==> src/rtl/max_finder.sv <==
// Classification stage: captures one signed output per neuron, then scans the
// buffer serially (one entry per cycle) and reports the index/value of the maximum.
module max_finder #(
    parameter int NUM_INPUTS = 10,
    parameter int DATA_WIDTH = 16,
    parameter int IDX_WIDTH  = 4
) (
    input  logic                             clk,
    input  logic                             rst,
    input  logic [NUM_INPUTS*DATA_WIDTH-1:0] i_data,
    input  logic [NUM_INPUTS-1:0]            i_valid,
    output logic [IDX_WIDTH-1:0]             o_index,
    output logic signed [DATA_WIDTH-1:0]     o_max,
    output logic                             o_valid,
    output logic                             o_busy
);

    localparam logic [1:0] ST_COLLECT = 2'd0;
    localparam logic [1:0] ST_SEARCH  = 2'd1;
    localparam logic [1:0] ST_DONE    = 2'd2;

    localparam logic [IDX_WIDTH-1:0] LAST = IDX_WIDTH'(NUM_INPUTS - 1);

    logic [1:0]                   r_state;
    logic signed [DATA_WIDTH-1:0] r_buf [NUM_INPUTS];
    logic [NUM_INPUTS-1:0]        r_got;
    logic [IDX_WIDTH-1:0]         r_cnt;
    logic signed [DATA_WIDTH-1:0] r_best;
    logic [IDX_WIDTH-1:0]         r_best_idx;

    logic signed [DATA_WIDTH-1:0] w_entry;
    logic signed [DATA_WIDTH-1:0] w_best;
    logic [IDX_WIDTH-1:0]         w_best_idx;
    logic                         w_all;

    assign w_all  = &(r_got | i_valid);
    assign o_busy = (r_state == ST_SEARCH);

    // Running-maximum update for the entry under the scan pointer; strict '>' keeps the lowest index on ties.
    always_comb begin
        w_entry    = r_buf[r_cnt];
        w_best     = r_best;
        w_best_idx = r_best_idx;
        if (r_cnt == '0) begin
            w_best     = r_buf[0];
            w_best_idx = '0;
        end else if (w_entry > r_best) begin
            w_best     = w_entry;
            w_best_idx = r_cnt;
        end
    end

    always_ff @(posedge clk or negedge rst) begin
        if (!rst) begin
            r_state    <= ST_COLLECT;
            r_got      <= '0;
            r_cnt      <= '0;
            r_best     <= '0;
            r_best_idx <= '0;
            for (int unsigned k = 0; k < NUM_INPUTS; k++) begin
                r_buf[k] <= '0;
            end
            o_index    <= '0;
            o_max      <= '0;
            o_valid    <= 1'b0;
        end else begin
            o_valid <= 1'b0;
            case (r_state)
                ST_COLLECT, ST_DONE: begin
                    for (int unsigned k = 0; k < NUM_INPUTS; k++) begin
                        if (i_valid[k]) begin
                            r_buf[k] <= i_data[k*DATA_WIDTH +: DATA_WIDTH];
                        end
                    end
                    r_got <= r_got | i_valid;
                    if (w_all) begin
                        r_state <= ST_SEARCH;
                        r_cnt   <= '0;
                    end else begin
                        r_state <= ST_COLLECT;
                    end
                end
                ST_SEARCH: begin
                    r_best     <= w_best;
                    r_best_idx <= w_best_idx;
                    r_cnt      <= r_cnt + 1'b1;
                    if (r_cnt == LAST) begin
                        r_state <= ST_DONE;
                        o_index <= w_best_idx;
                        o_max   <= w_best;
                        o_valid <= 1'b1;
                        r_got   <= '0;
                    end
                end
                default: r_state <= ST_COLLECT;
            endcase
        end
    end

endmodule

==> config.mk <==
export PLATFORM = sky130hd
export DESIGN_NAME = max_finder
export DESIGN_NICKNAME = d
export VERILOG_FILES = /design/src/rtl/max_finder.sv
export SDC_FILE = /design/constraint.sdc
export NUM_CORES = 1
export LEC_CHECK = 0
export CAP_MARGIN = 20
export CELL_PAD_IN_SITES_DETAIL_PLACEMENT = 0
export CELL_PAD_IN_SITES_GLOBAL_PLACEMENT = 1
export CORE_MARGIN = 2
export CORE_UTILIZATION = 38
export DETAILED_ROUTE_END_ITERATION = 10
export PLACE_DENSITY_LB_ADDON = 0.1
export SETUP_SLACK_MARGIN = 0.5
export SYNTH_ARGS = -nofsm -noshare
export SYNTH_HDL_FRONTEND = slang
export SYNTH_SLANG_ARGS = --single-unit
==> constraint.sdc <==
create_clock -name clk -period 3.1 [get_ports clk]
set_input_delay 0.62 -clock clk [delete_from_list [all_inputs] [get_ports clk]]
set_output_delay 0.62 -clock clk [all_outputs]
set_load 0.1 [all_outputs]
==> results.json <==
{
  "crit_fanout": 20,
  "maxSlewHeadroom_pct": 36.59,
  "synthFlopType": "dfrtp_1",
  "drt-initial-drc-count": 429,
  "cts_max_path_buffers": 3,
  "path_buf_inv": 3,
  "p_per_area_nw_per_um2": 1347,
  "ff2ff_path_depth": 11,
  "post_dp_cell_area_sq_um": 12810,
  "grt_max_degree": 96,
  "route.detailed.drc": 0,
  "use_met1_pct": 32.07,
  "rsz0062_at_grt": "true",
  "hold_viol_final": 0,
  "maxCapViolCount": 0,
  "reg2reg_to": "r_best[10]",
  "max_freq_ghz": 0.2854,
  "grt_first_pass_wirelength_um": 45910,
  "grt_util_met3_pct": 3.042,
  "final_core_util_pct": 54.38,
  "slew_viol_final": 0,
  "p_int_mw": 11.50,
  "ys_seq_area_share_pct": 54.05,
  "worst_slew_pin_slew_ps": 946.0,
  "switching_power_mw": 7.542,
  "synth_edf_count": 0,
  "gp_congestion": 0.8519,
  "final_area_sq_um": 14130,
  "std_cell_rows": 59,
  "path_clk_slew_ps": 70,
  "fp.dieH_um": 166.6,
  "critical_path.slowest_cell": "dfrtp_4",
  "arrival_ps": 3920,
  "cp-endpoint": "r_best[10]",
  "synthDistinctLibCells": 43,
  "outcome": "complete, but fails checks",
  "cts-root-buf": "clkbuf_16",
  "vdd.ir_drop.worst_uv": 1068,
  "regToRegStartpoint": "r_cnt[0]",
  "antenna_found_initial": 0,
  "htreeDepth": 1,
  "setup_viol": 40,
  "clock_latency_ps": 540,
  "grt_pass1_vias": 7782,
  "start_util_pct": 38.67,
  "synth_nets": 942,
  "finalCriticalPeriod_ps": 3504,
  "grtUsageMet2_pct": 32.72,
  "io_buffers": 193,
  "yosys_warnings": 0,
  "start_kind": "flop",
  "required_ps": 3510,
  "fp.coreArea_sq_um": 25980,
  "top_usage_layer": "met2",
  "cp_cell_sequence": "buf_12, buf_16, mux4_2, a221o_1, ha_4, a21oi_1, a2111o_1, a31oi_1, o21ai_2, buf_12, a221o_1",
  "wl_per_cell_um": 21.83,
  "io_pins": 194,
  "syn_area_per_cell_sq_um": 13.38,
  "p_clk_share_pct": 15.9,
  "via_per_inst": 5.324,
  "overflow": 0,
  "grt_usage_pct": 21.15,
  "p_seq_share_pct": 27.3,
  "clock_skew_ps": 10.34,
  "nets": 1197,
  "synth_cells": 751,
  "dpl_worst_slack_ps": -406.5,
  "violations": "setup timing",
  "crit_path_end_kind": "flop",
  "dr.pass1.iters": 7,
  "critical_path_class": "reg2reg",
  "ant_nets": 0,
  "diodes": 0,
  "numCtsBuffers": 25,
  "area_delta_synth_final_pct": 40.65,
  "pwr-share-comb_pct": 56.8,
  "power_mw": 19.04,
  "leakagePower_nw": 5.960,
  "cts_tree": "yes",
  "setup_slack_ps": -404.4,
  "fp.dieW_um": 166.6,
  "drive_above_1_share_pct": 37.02,
  "crit_path_start": "r_cnt[0]",
  "rrSetupSlack_ps": -400,
  "p_sw_share_pct": 39.61,
  "critPathTopFamily": "compound AO/OA/AOI/OAI gates",
  "hold_path.class": "in2async",
  "clkSinkCount": 217,
  "via_count": 7219,
  "cpPeakStageDelay_ps": 520,
  "syn_area_sq_um": 10050,
  "synthArstFlopShare_pct": 100.0,
  "die-area_sq_um": 27760,
  "worst-path-stages": 11,
  "postCtsHoldBufs": 0,
  "period_share_pct": 113.0,
  "hpwlAfterDp_um": 21900,
  "ys_ff_latch": 217,
  "wl_um": 29600
}
-- how the worst min path moves through the flow --
stage                  start             to  slack, ps  depth (start not counted)
5_1_grt                  rst       o_max[1]        170                          1
4_1_cts                  rst     r_buf[144]        140                          1
2_1_floorplan            rst     o_index[0]        320                          0
3_5_place_dp      o_index[3]     o_index[3]        480                          2
6_report                 rst       o_max[1]         90                          1
3_3_place_gp   r_best_idx[3]  r_best_idx[3]        470                          1
-- timing repair --
action / 4_1_cts / 5_1_grt
gates cloned: 2 / 2
setup buffers: 8 / 1
pin swaps: 12 / 6
resized for setup: 16 / 51
setup endpoints to repair: 41 / 41
-- power by group through the flow --
stage / registers (mW) / clock network [mW] / logic (mW)
after CTS: 5.19 / 3.09 / 9.91
final: 5.20 / 3.03 / 10.8
after global routing: 5.38 / 3.22 / 11.5
after global placement: 5.18 / 0 / 8.93
after detailed placement: 5.21 / 0 / 9.13
after floorplan: 5.82 / 0 / 5.34
-- logic make-up after synthesis --
family / Yosys count / synth area share [%]
adders and majority gates: 19 / 2.366
buffers and inverters: 74 / 3.263
DFF: 217 / 54.05
muxes: 227 / 26.79
AOI/OAI and AO/OA: 99 / 7.896
xor gates and xnor gates: 1 / 0.08719
and+or+nand+nor: 114 / 5.554
-- area by class of cell --
class | instances | area (sq um)
Inverter | 24 | 91.34
Clock buffer | 36 | 716.9
Fill cell | 2158 | 11850
Tap cell | 335 | 419.2
Clock inverter | 6 | 120.1
Multi-Input combinational cell | 460 | 4607
Timing Repair Buffer | 278 | 2741
Sequential cell | 217 | 5435
-- sequential cells by signal, indices dropped and copies added (netlist names) --
signal	cells
r_best	16
r_state	2
r_best_idx	4
r_got	10
r_buf	160
o_index	4
r_cnt	4
o_max	16
o_valid	1
-- Yosys cell counts (7+ instances only) --
library cell | n | area [sq um]
a221o_1 | 31 | 310.3
nor2b_1 | 11 | 68.82
ha_1 | 19 | 237.7
and2_1 | 18 | 112.6
o21ai_0 | 9 | 45.04
inv_1 | 23 | 86.33
clkbuf_1 | 30 | 112.6
nor2_1 | 27 | 101.4
o311ai_0 | 15 | 131.4
nand2_1 | 27 | 101.4
dfrtp_1 | 217 | 5430
mux4_2 | 16 | 360.4
mux2i_1 | 36 | 360.4
mux2_2 | 175 | 1971
nand3_1 | 20 | 100.1
o22ai_1 | 19 | 118.9
buf_2 | 7 | 35.03
-- cells in the final DEF (no fill, tap or decap), types with 3 or more instances in the layout --
cell,count
dfrtp_1,215
mux2_2,175
clkdlybuf4s50_1,170
buf_4,87
mux2i_1,33
a221o_1,31
nor2_1,27
nand2_1,27
clkbuf_16,26
inv_1,23
o22ai_1,19
nand3_1,18
and2_1,18
mux4_2,16
o311ai_2,13
ha_1,12
buf_12,11
ha_4,7
nor2b_1,6
a21oi_1,6
clkbuf_1,6
o21ai_0,5
clkbuf_8,5
buf_6,5
nor2b_2,4
nand4_1,4
clkinv_2,3
o21ai_2,3
bufinv_16,3
-- metal layers --
layer	routed length [um]	part of all wire (%)	up-vias
met1	14170	48	3697
met4	403	1.4	0
met3	1408	4.8	26
li1	-	-	3285
met5	0	0	-
met2	13620	46	211
-- through the flow --
step / hold WS, ps / setup TNS [ps] / instances
final: 89.55 / -13010 / 1356
after CTS: 140.4 / -13510 / 1353
after floorplan: 324.4 / -4170 / 751
after global placement: 473.8 / -10550 / 1301
after global routing: 166.8 / -16920 / 1356
after detailed placement: 478.0 / -12870 / 1301
Power figures use the tool's default switching activity.
